--- config.mk ---
export PLATFORM = sky130hd
export DESIGN_NAME = gpio_multi
export DESIGN_NICKNAME = d
export VERILOG_FILES = /design/src/rtl/gpio_multi_pkg.sv /design/src/rtl/gpio_sync_edge.sv /design/src/rtl/gpio_multi.sv
export SDC_FILE = /design/constraint.sdc
export NUM_CORES = 1
export LEC_CHECK = 0
export ABC_AREA = 1
export CORE_ASPECT_RATIO = 0.75
export CORE_UTILIZATION = 44
export CTS_CLUSTER_DIAMETER = 80
export DETAILED_ROUTE_END_ITERATION = 7
export GPL_TIMING_DRIVEN = 0
export PLACE_DENSITY = 0.73
export SYNTH_ARGS = -nofsm -noshare
export SYNTH_HDL_FRONTEND = slang
export SYNTH_HIERARCHICAL = 1
export SYNTH_SLANG_ARGS = --single-unit
--- constraint.sdc ---
create_clock -name clk -period 1.9 [get_ports clk]
set_input_delay 0.38 -clock clk [delete_from_list [all_inputs] [get_ports clk]]
set_output_delay 0.38 -clock clk [all_outputs]
set_load 0.01 [all_outputs]
--- src/rtl/gpio_multi_pkg.sv ---
// gpio_multi shared definitions: register-map word indices, byte-lane
// offsets, bus FSM state encodings and read-word layouts.
package gpio_multi_pkg;

  localparam int unsigned IDX_W     = 5;
  localparam logic [4:0]  IRQ_WORD  = 5'h10;

  localparam int unsigned LANE_PIN  = 0;
  localparam int unsigned LANE_DDR  = 1;
  localparam int unsigned LANE_PORT = 2;
  localparam int unsigned LANE_MSK  = 3;

  localparam logic [1:0]  ST_IDLE   = 2'd0;
  localparam logic [1:0]  ST_ACK    = 2'd1;
  localparam logic [1:0]  ST_HOLD   = 2'd2;

  // Layout of a port word as seen on the bus
  typedef struct packed {
    logic [7:0] pcmsk;
    logic [7:0] port;
    logic [7:0] ddr;
    logic [7:0] pin;
  } port_word_t;

  // Layout of the interrupt flag/enable word
  typedef struct packed {
    logic [15:0] pcie;
    logic [15:0] pcif;
  } irq_word_t;

endpackage

--- src/rtl/gpio_sync_edge.sv ---
// Two-flop input synchroniser plus previous-sample register for one port;
// chg flags bits whose synchronised value differs from the last cycle.
module gpio_sync_edge #(
  parameter int unsigned WIDTH = 8
) (
  input  logic             clk,
  input  logic             rst,
  input  logic [WIDTH-1:0] pin,
  output logic [WIDTH-1:0] sync,
  output logic [WIDTH-1:0] chg
);

  logic [WIDTH-1:0] meta_q;
  logic [WIDTH-1:0] sync_q;
  logic [WIDTH-1:0] prev_q;

  // Synchroniser chain and one-cycle-delayed copy for edge detection
  always_ff @(posedge clk) begin
    if (rst) begin
      meta_q <= '0;
      sync_q <= '0;
      prev_q <= '0;
    end else begin
      meta_q <= pin;
      sync_q <= meta_q;
      prev_q <= sync_q;
    end
  end

  assign sync = sync_q;
  assign chg  = sync_q ^ prev_q;

endmodule

--- src/rtl/gpio_multi.sv ---
// Parametrised multi-port GPIO with pin-change interrupts.
// Optional build macro GPIO_PIN_TOGGLE_EN: writing 1 to a PIN bit toggles
// the matching PORT bit; otherwise PIN is read-only.
module gpio_multi
  import gpio_multi_pkg::*;
#(
  parameter int unsigned NUM_PORTS  = 3,
  parameter int unsigned PORT_WIDTH = 8
) (
  input  logic                            clk,
  input  logic                            rst,
  input  logic                            mem_valid,
  input  logic [31:0]                     mem_addr,
  input  logic [31:0]                     mem_wdata,
  input  logic [3:0]                      mem_wstrb,
  output logic [31:0]                     mem_rdata,
  output logic                            mem_ready,
  input  logic [NUM_PORTS*PORT_WIDTH-1:0] gpio_pin_in,
  output logic [NUM_PORTS*PORT_WIDTH-1:0] gpio_pin_out,
  output logic [NUM_PORTS*PORT_WIDTH-1:0] gpio_pin_dir,
  output logic [NUM_PORTS-1:0]            irq
);

  logic [1:0]            state_q, state_d;
  logic                  ready_d;
  logic [31:0]           rdata_d;
  logic [31:0]           rd_word;
  logic                  accept;
  logic                  wr_en;
  logic [IDX_W-1:0]      idx;

  logic [PORT_WIDTH-1:0] ddr_q   [NUM_PORTS];
  logic [PORT_WIDTH-1:0] port_q  [NUM_PORTS];
  logic [PORT_WIDTH-1:0] pcmsk_q [NUM_PORTS];
  logic [PORT_WIDTH-1:0] sync_w  [NUM_PORTS];
  logic [PORT_WIDTH-1:0] chg_w   [NUM_PORTS];

  logic [NUM_PORTS-1:0]  pcif_q, pcie_q, pcie_nx, pcif_clr, pc_set;
  logic                  unused_addr;

  assign idx         = mem_addr[6:2];
  assign unused_addr = ^{mem_addr[31:7], mem_addr[1:0]};
  assign accept      = (state_q == ST_IDLE) && mem_valid;
  assign wr_en       = accept && (|mem_wstrb);

  // Per-port synchroniser, change detect and PCMSK/DDR/PORT registers
  for (genvar p = 0; p < NUM_PORTS; p++) begin : g_port
    logic [PORT_WIDTH-1:0] port_nx;

    gpio_sync_edge #(.WIDTH(PORT_WIDTH)) u_sync (
      .clk  (clk),
      .rst  (rst),
      .pin  (gpio_pin_in[p*PORT_WIDTH +: PORT_WIDTH]),
      .sync (sync_w[p]),
      .chg  (chg_w[p])
    );

    assign pc_set[p] = |(chg_w[p] & pcmsk_q[p]);
    assign gpio_pin_out[p*PORT_WIDTH +: PORT_WIDTH] = port_q[p];
    assign gpio_pin_dir[p*PORT_WIDTH +: PORT_WIDTH] = ddr_q[p];

    // PORT lane write lands first, then any PIN-lane toggle on top of it
    always_comb begin
      port_nx = port_q[p];
      if (mem_wstrb[LANE_PORT])
        port_nx = PORT_WIDTH'(mem_wdata[LANE_PORT*8 +: 8]);
`ifdef GPIO_PIN_TOGGLE_EN
      if (mem_wstrb[LANE_PIN])
        port_nx = port_nx ^ PORT_WIDTH'(mem_wdata[LANE_PIN*8 +: 8]);
`endif
    end

    // Byte-lane register writes for this port
    always_ff @(posedge clk) begin
      if (rst) begin
        ddr_q[p]   <= '0;
        port_q[p]  <= '0;
        pcmsk_q[p] <= '0;
      end else if (wr_en && (idx == IDX_W'(p))) begin
        if (mem_wstrb[LANE_DDR]) ddr_q[p]   <= PORT_WIDTH'(mem_wdata[LANE_DDR*8 +: 8]);
        if (mem_wstrb[LANE_MSK]) pcmsk_q[p] <= PORT_WIDTH'(mem_wdata[LANE_MSK*8 +: 8]);
        port_q[p] <= port_nx;
      end
    end
  end

  // Interrupt-word write decode: PCIE lanes and PCIF write-1-to-clear mask
  always_comb begin
    pcie_nx  = pcie_q;
    pcif_clr = '0;
    if (wr_en && (idx == IRQ_WORD)) begin
      for (int b = 0; b < NUM_PORTS; b++) begin
        if (mem_wstrb[2 + b/8]) pcie_nx[b] = mem_wdata[16 + b];
        if (mem_wstrb[b/8] && mem_wdata[b]) pcif_clr[b] = 1'b1;
      end
    end
  end

  // Flag/enable registers; a new change wins over a same-edge clear
  always_ff @(posedge clk) begin
    if (rst) begin
      pcif_q <= '0;
      pcie_q <= '0;
    end else begin
      pcif_q <= (pcif_q & ~pcif_clr) | pc_set;
      pcie_q <= pcie_nx;
    end
  end

  assign irq = pcif_q & pcie_q;

  // Read mux over the register map; unmapped words read zero
  always_comb begin
    port_word_t pw;
    irq_word_t  iw;
    rd_word = '0;
    pw      = '0;
    iw      = '0;
    for (int p = 0; p < NUM_PORTS; p++) begin
      if (idx == IDX_W'(p)) begin
        pw.pin   = 8'(sync_w[p]);
        pw.ddr   = 8'(ddr_q[p]);
        pw.port  = 8'(port_q[p]);
        pw.pcmsk = 8'(pcmsk_q[p]);
        rd_word  = pw;
      end
    end
    if (idx == IRQ_WORD) begin
      iw.pcif = 16'(pcif_q);
      iw.pcie = 16'(pcie_q);
      rd_word = iw;
    end
  end

  // Bus FSM next state and registered ready/rdata
  always_comb begin
    state_d = state_q;
    case (state_q)
      ST_IDLE: if (mem_valid)  state_d = ST_ACK;
      ST_ACK:                  state_d = ST_HOLD;
      ST_HOLD: if (!mem_valid) state_d = ST_IDLE;
      default:                 state_d = ST_IDLE;
    endcase
    ready_d = (state_d == ST_ACK);
    rdata_d = accept ? rd_word : 32'd0;
  end

  // Bus FSM state and output registers
  always_ff @(posedge clk) begin
    if (rst) begin
      state_q   <= ST_IDLE;
      mem_ready <= 1'b0;
      mem_rdata <= '0;
    end else begin
      state_q   <= state_d;
      mem_ready <= ready_d;
      mem_rdata <= rdata_d;
    end
  end

endmodule
==> results of run 1 <==
routing by layer:
metal | GRT usage, % | vias up | share of wire (%)
met1 | 32.8 | 2802 | 44
met5 | 0 | - | 0
li1 | - | 2874 | -
met3 | 6.43 | 34 | 11
met2 | 35.1 | 288 | 43
met4 | 8.32 | 0 | 2.3
through the flow:
step | cells | hold slack, ns
final | 1223 | 0.401
after global routing | 1223 | 0.413
after CTS | 1221 | 0.404
after detailed placement | 1179 | 0.394
after global placement | 1179 | 0.390
after floorplan | 828 | 0.388
how the worst min path moves through the flow:
stage / start / to / slack (ns) / cells after the start
after floorplan: g_port[0].u_sync/meta_q[0] / g_port[0].u_sync/sync[0] / 0.39 / 2
after global placement: g_port[2].u_sync/meta_q[4] / g_port[2].u_sync/sync[4] / 0.39 / 2
after detailed placement: g_port[1].u_sync/meta_q[6] / g_port[1].u_sync/sync[6] / 0.39 / 2
after CTS: g_port[2].u_sync/meta_q[0] / g_port[2].u_sync/sync[0] / 0.40 / 2
after global routing: g_port[0].u_sync/meta_q[4] / g_port[0].u_sync/sync[4] / 0.41 / 2
final: g_port[1].u_sync/meta_q[6] / g_port[1].u_sync/sync[6] / 0.40 / 2
critical path, cell delays in order:
cell and delay, ns:
sky130_fd_sc_hd__clkdlybuf4s50_1 0.56, sky130_fd_sc_hd__inv_2 0.13, sky130_fd_sc_hd__nand2_1 0.12, sky130_fd_sc_hd__nor2_1 0.07
sky130_fd_sc_hd__nor2_4 0.22, sky130_fd_sc_hd__nand2_4 0.15, sky130_fd_sc_hd__o21ai_4 0.20, sky130_fd_sc_hd__buf_4 0.17
state kept, by name, indices dropped and copies added (netlist names):
register / flops
pcie_q: 3
mem_rdata: 32
g_port.u_sync/sync: 24
port_q: 24
g_port.u_sync/meta_q: 24
ddr_q: 24
state_q: 2
pcif_q: 3
g_port.u_sync/prev_q: 24
pcmsk_q: 24
mem_ready: 1
synthesized netlist by cell type, drive strengths merged:
cell    count  area share (%)
a31oi      19             1.7
dfxtp     113              32
nand2     223              12
inv       142             7.6
buf        14             1.5
nor2      187              10
edfxtp     72              31
nand3      15             1.1
nand4       6            0.53
nor3        2            0.14
o21ai      18             1.3
a211oi      1            0.11
clkbuf      6            0.32
a21oi      10            0.71
power by group:
| part | switching, mW | internal (mW) |
|---|---|---|
| combinational | 0.359 | 0.333 |
| clock | 1.55 | 2.08 |
| sequential | 0.0826 | 4.25 |
repair_timing:
action / CTS / global route
endpoints found under the setup margin: 177 / 161
cloned: 0 / 0
resized for setup: 39 / 23
pin swaps: 8 / 2
buffers inserted: 11 / 2
cells by family after synthesis:
family | Yosys count | share of synthesized area, %
flops | 185 | 62.8
compound gates | 48 | 3.78
simple gates | 433 | 24.1
buf+inv | 162 | 9.39
cell type report:
cell class / instances / area, sq um / share of cell area, %
Tap cell: 205 / 256 / 2.63
Sequential cell: 185 / 4430 / 45.5
Clock buffer: 18 / 429 / 4.41
Clock inverter: 14 / 170 / 1.75
Timing Repair Buffer: 159 / 1670 / 17.2
Multi-Input combinational cell: 481 / 2110 / 21.7
Buffer: 19 / 133 / 1.36
Inverter: 142 / 537 / 5.51
==> results.md, run 1 <==
| Stage | Quantity | Value |
|---|---|---|
| run status | Status | complete, no violations |
| cells and area | Core occupancy in the finished layout | 63.1% |
| placement | DP Wirelength | 13.1 mm |
| setup path | Critical path endpoint category | register |
| timing | Achievable frequency | 0.537 GHz |
| cells and area | Most frequent cells in the layout | sky130_fd_sc_hd__nand2_1 (213), sky130_fd_sc_hd__nor2_1 (180), sky130_fd_sc_hd__clkdlybuf4s50_1 (143), sky130_fd_sc_hd__inv_1 (134), sky130_fd_sc_hd__dfxtp_1 (112) |
| yosys | Share of the yosys chip area belonging to registers | 62.8% |
| power | Worst voltage drop across the vdd grid | 0.000581 V |
| cells and area | Layout cell share with drive strength beyond 1 | 9.63% |
| detailed routing | Routed WL per cell | 15.6 um |
| floorplanning | Height of the die | 112 um |
| global routing | Initial antenna violation count | 0 |
| cells and area | Syn-to-layout area delta | 38.1% |
| setup path | Worst-path fanout max | 6 |
| floorplanning | Top-level port count | 179 |
| setup path | Path type of the worst setup path | in -> reg |
| clock network | Cell at the root of the clock tree | sky130_fd_sc_hd__clkbuf_16 |
| power | Total power divided by cell area | 889 nW/um^2 |
| setup path | Worst reg2reg setup slack | 0.18 ns |
| power | Total Power | 8.65 mW |
| cells and area | Count of fill cells added during filler insertion | 1298 |
| timing | Tmin final | 1.86 ns |
| cells and area | Cell area after layout | 9730 sq um |
| setup path | Element type at the critical path start | primary input |
| yosys | Register bit count reported by yosys | 185 |
| timing | Smallest setup slack after layout | 0.0363 ns |
| setup path | Launch point of the critical path | mem_wstrb[2] |
| global routing | Global route total overflow | 0 |
| clock network | Number of clock buffers inserted by TritonCTS | 17 |
| global routing | Wire length of the first global-routing pass | 29.0 mm |
| detailed routing | Detailed-route DRC error count | 0 |
| setup path | RR Startpoint | state_q[1] |
| clock network | Clk sink count | 185 |
| clock network | Latest clock arrival within the worst-skew pair | 0.43 ns |
| timing | Final sum of negative setup slack | 0 ns |
| yosys | Average instance area after synthesis | 8.51 sq um |
| setup path | Critical R2R Capture | mem_rdata[0] |
| detailed routing | Detailed-route via count | 5998 |
| floorplanning | Std-Cell Core Area | 15400 sq um |
| flow run | Count of max-cap constraint violations | 0 |
| yosys | Number of nets produced by synthesis | 923 |
| setup path | Register-to-Register Path Depth | 8 |
| hold path | Worst hold-check path type | reg -> reg |
| setup path | Required time reported for the critical path endpoint | 2.05 ns |
| timing | Share of the clock period used by the worst path after layout | 98.1% |
| floorplanning | Die span in x | 148 um |
| timing | Actual slew at the worst max-slew pin | 0.554 ns |
| floorplanning | Initial cell density of the core | 45.7% |
| yosys | Post-Syn Area | 7050 sq um |
| clock network | Buffers from clock root to sink, at most | 2 |
| cells and area | # nets final | 1100 |
| floorplanning | Standard-cell row count | 39 |
| setup path | Critical path capture point | pcmsk_q[0][2] |
| clock network | Number of buffers inserted for hold repair after clock tree synthesis | 0 |
| cells and area | Most common cell after layout, fill and taps aside | sky130_fd_sc_hd__nand2_1 |
| placement | Post-place setup slack | -1.42 ns |
| yosys | Count of cell types in the netlist | 20 |
| detailed routing | WL final | 19.1 mm |
| clock network | TritonCTS clock tree | done |
| timing | Final Setup Violations | 0 |
| timing | Count of final max-slew check failures | 0 |
| clock network | Number of H-tree branching levels | 4 |
| timing | Normalized max-slew margin | 63.1% |
| clock network | Clock-pin slew on the worst setup and hold paths | 0.07 ns |
| setup path | Arrival @ worst endpoint | 2.02 ns |
| timing | Hold Fails Final Rpt | 0 |
| floorplanning | Floorplan die area | 16500 sq um |
| placement | Instance area at placement | 8770 sq um |
| yosys | Number of warnings reported in the yosys synthesis log | 6 |
| detailed routing | First-pass iteration count of the detailed router | 5 |
| detailed routing | DRC marker count from the first detailed-route iteration | 629 |
| yosys | Number of instances in the synthesized netlist | 828 |
| global routing | Maximum number of pins on one net before global-route repair | 21 |
| timing | Setup Skew | 0.00575 ns |
| power | Static Leakage | 4.13 nW |
| global routing | Global-route usage over all layers | 23.6% |
| detailed routing | Via/cell ratio | 4.90 |
| cells and area | Antenna cells | 0 |
| global routing | Number of global-route vias before repair | 5498 |
| placement | Weighted congestion reported at the end of routability-driven placement | 0.891 |
| placement | Number of port buffers | 146 |
| detailed routing | Number of nets with antenna violations after detailed routing | 0 |
Note: power is estimated with default switching activity, not from simulation.
==> run 2, diff against run 1 <==
--- a/config.mk
+++ b/config.mk
@@ -7,11 +7,11 @@
 export LEC_CHECK = 0
 export ABC_AREA = 1
 export CORE_ASPECT_RATIO = 0.75
-export CORE_UTILIZATION = 44
+export CORE_UTILIZATION = 49
 export CTS_CLUSTER_DIAMETER = 80
 export DETAILED_ROUTE_END_ITERATION = 7
 export GPL_TIMING_DRIVEN = 0
-export PLACE_DENSITY = 0.73
+export PLACE_DENSITY = 0.77
 export SYNTH_ARGS = -nofsm -noshare
 export SYNTH_HDL_FRONTEND = slang
 export SYNTH_HIERARCHICAL = 1
==> constraint.sdc (replaced) <==
create_clock -name clk -period 1.8 [get_ports clk]
set_input_delay 0.36 -clock clk [delete_from_list [all_inputs] [get_ports clk]]
set_output_delay 0.36 -clock clk [all_outputs]
set_load 0.01 [all_outputs]
==> run 2 against run 1 <==
Compared with the run above: the run now ends with setup timing left; largest cell class unchanged; global-route usage grew 4.0 points; sequential share of layout area down 0.25 points; final area is 0.62% higher; routed wire length increased by 5.9%; cell count down 2.2%; clock power is 4% higher; highest routed layer unchanged.
==> results.md, run 2 (synthesis gave the netlist of run 1 again) <==
| Stage | Quantity | Value |
|---|---|---|
| run status | Status | complete, but fails checks |
| run status | Failing checks | setup timing |
| power | Static Leakage | 4.21 nW |
| detailed routing | First-pass iteration count of the detailed router | 8 |
| power | Worst voltage drop across the vdd grid | 0.000707 V |
| timing | Normalized max-slew margin | 66.4% |
| detailed routing | DRC marker count from the first detailed-route iteration | 580 |
| cells and area | Most common cell after layout, fill and taps aside | sky130_fd_sc_hd__nand2_1 |
| cells and area | Cell area after layout | 9790 sq um |
| timing | Achievable frequency | 0.552 GHz |
| setup path | Critical path endpoint category | register |
| flow run | Count of max-cap constraint violations | 0 |
| timing | Smallest setup slack after layout | -0.0118 ns |
| detailed routing | WL final | 20.2 mm |
| setup path | Register-to-Register Path Depth | 8 |
| placement | Cell count after placement | 1149 |
| cells and area | Antenna cells | 0 |
| setup path | Required time reported for the critical path endpoint | 2.05 ns |
| hold path | Start point of the worst hold path | rst |
| setup path | Worst reg2reg setup slack | -0.01 ns |
| placement | Number of port buffers | 146 |
| floorplanning | Floorplan die area | 14900 sq um |
| floorplanning | Height of the die | 106 um |
| clock network | Number of clock buffers inserted by TritonCTS | 17 |
| clock network | Number of H-tree branching levels | 4 |
| global routing | Global-route usage over all layers | 27.5% |
| setup path | Arrival @ worst endpoint | 2.07 ns |
| timing | Final Setup Violations | 1 |
| global routing | Maximum number of pins on one net before global-route repair | 21 |
| clock network | Buffers from clock root to sink, at most | 2 |
| clock network | TritonCTS clock tree | done |
| timing | Final sum of negative setup slack | -0.0118 ns |
| setup path | Stage delay of the slowest cell on the critical path | 0.33 ns |
| timing | Count of final max-slew check failures | 0 |
| global routing | Wire length of the first global-routing pass | 30.3 mm |
| setup path | Most frequent CP cell | sky130_fd_sc_hd__nor2_4 |
| floorplanning | Standard-cell row count | 37 |
| cells and area | Layout cell share with drive strength beyond 1 | 11.4% |
| detailed routing | Detailed-route DRC error count | 0 |
| setup path | Path type of the worst setup path | reg -> reg |
| timing | Setup Skew | 0.00952 ns |
| cells and area | Register name with the most flops | mem_rdata |
| placement | DP Wirelength | 12.9 mm |
| cells and area | Count of fill cells added during filler insertion | 1000 |
| floorplanning | Std-Cell Core Area | 13900 sq um |
| setup path | Launch point of the critical path | state_q[1] |
| clock network | Clock-pin slew on the worst setup and hold paths | 0.07 ns |
| clock network | Clk sink count | 185 |
| clock network | Cell at the root of the clock tree | sky130_fd_sc_hd__clkbuf_16 |
| floorplanning | Top-level port count | 179 |
| timing | Actual slew at the worst max-slew pin | 0.505 ns |
| power | Total power divided by cell area | 930 nW/um^2 |
| setup path | Slowest CP cell | sky130_fd_sc_hd__dfxtp_1 |
| setup path | Element type at the critical path start | register |
| global routing | Number of global-route vias before repair | 5817 |
| clock network | Number of buffers inserted for hold repair after clock tree synthesis | 0 |
| floorplanning | Initial cell density of the core | 50.8% |
| timing | Hold Fails Final Rpt | 0 |
| cells and area | Core occupancy in the finished layout | 70.5% |
| global routing | Initial antenna violation count | 0 |
| cells and area | # nets final | 1103 |
| detailed routing | Routed WL per cell | 16.9 um |
| timing | Share of the clock period used by the worst path after layout | 101% |
| setup path | Crit path depth | 8 |
| timing | Tmin final | 1.81 ns |
| setup path | Category of cells accounting for the largest share of critical-path delay | simple AND/OR/NAND/NOR gates |
| setup path | Critical path capture point | port_q[0][3] |
| setup path | Worst-path fanout max | 8 |
| cells and area | Flip-flop count of the largest register after layout | 32 |
| setup path | Critical R2R Capture | port_q[0][3] |
| hold path | Worst hold-check path type | in -> reg |
| detailed routing | Via/cell ratio | 5.12 |
| placement | Instance area at placement | 8730 sq um |
| setup path | Cells traversed along the worst timing path | nor2_2 -> nand2_2 -> nor2_4 -> buf_12 -> nand2_4 -> nor2_4 -> inv_2 -> nor2_1 |
| cells and area | Post-route insts no fill | 1196 |
| detailed routing | Detailed-route via count | 6119 |
| cells and area | Syn-to-layout area delta | 38.9% |
| cells and area | Most frequent cells in the layout | sky130_fd_sc_hd__nand2_1 (212), sky130_fd_sc_hd__nor2_1 (170), sky130_fd_sc_hd__clkdlybuf4s50_1 (139), sky130_fd_sc_hd__inv_1 (134), sky130_fd_sc_hd__dfxtp_1 (110) |
| placement | Weighted congestion reported at the end of routability-driven placement | 0.905 |
| detailed routing | Number of nets with antenna violations after detailed routing | 0 |
| global routing | Global route total overflow | 0 |
| floorplanning | Die span in x | 140 um |
| clock network | Latest clock arrival within the worst-skew pair | 0.43 ns |
| setup path | RR Startpoint | state_q[1] |
| setup path | Count of buffer and inverter cells on the critical path | 2 |
==> run 2: changes by cell type in the layout (fill, tap and decap cells not counted), sizes merged <==
cell	delta
buf	+3
bufinv	-1
clkbuf	+3
clkdlybuf4s50	-4
clkinv	+3
clkinvlp	-2
dlygate4sd2	+1
dlymetal6s2s	+2
inv	-2
==> run 2: where the power goes <==
part | leakage (nW) | internal (mW) | switching [mW] | total (mW)
Combinational | 2.26 | 0.358 | 0.401 | 0.759
Sequential | 1.67 | 4.49 | 0.0892 | 4.58
Clock | 0.282 | 2.14 | 1.63 | 3.77
Total | 4.21 | 6.98 | 2.12 | 9.10
==> run 2: timing repair <==
action	CTS	global route
pin swaps	8	4
setup buffers	10	5
gates resized for setup	48	39
endpoints found under the setup margin	178	178
==> run 2: final cells by class <==
cell class | count | area [sq um] | share of cell area [%]
inverter | 142 | 539 | 5.51
clock inverter | 12 | 141 | 1.44
timing repair buffer | 161 | 1700 | 17.4
buffer | 20 | 145 | 1.48
clock buffer | 20 | 457 | 4.66
multi-input combinational | 481 | 2160 | 22.1
tap | 175 | 219 | 2.24
sequential | 185 | 4430 | 45.2
==> run 2: worst min path at each step <==
stage / endpoint / slack (ns) / depth (start not counted)
after CTS: g_port[2].u_sync/meta_q[7] / 0.39 / 2
after detailed placement: g_port[2].u_sync/sync[6] / 0.39 / 2
after global placement: g_port[2].u_sync/sync[6] / 0.39 / 2
after global routing: g_port[0].u_sync/sync[7] / 0.40 / 2
after floorplan: g_port[0].u_sync/sync[0] / 0.39 / 2
final: g_port[2].u_sync/prev_q[7] / 0.37 / 2
==> run 2: metrics by stage <==
| step | power [mW] | hold WS, ns | setup slack, ns |
|---|---|---|---|
| floorplan | 4.92 | 0.388 | -0.205 |
| global route | 9.34 | 0.401 | -0.0920 |
| global placement | 5.28 | 0.390 | -1.47 |
| detailed placement | 5.29 | 0.395 | -1.43 |
| finish | 9.10 | 0.369 | -0.0118 |
| CTS | 9.04 | 0.393 | -0.0414 |
==> run 2: layer usage <==
layer | track usage [%] | vias up | wire length [um]
met4 | 11.6 | 0 | 606
met3 | 6.77 | 62 | 2210
met1 | 37.2 | 2800 | 8570
met5 | 0 | - | 0
li1 | - | 2881 | -
met2 | 42.3 | 376 | 8830
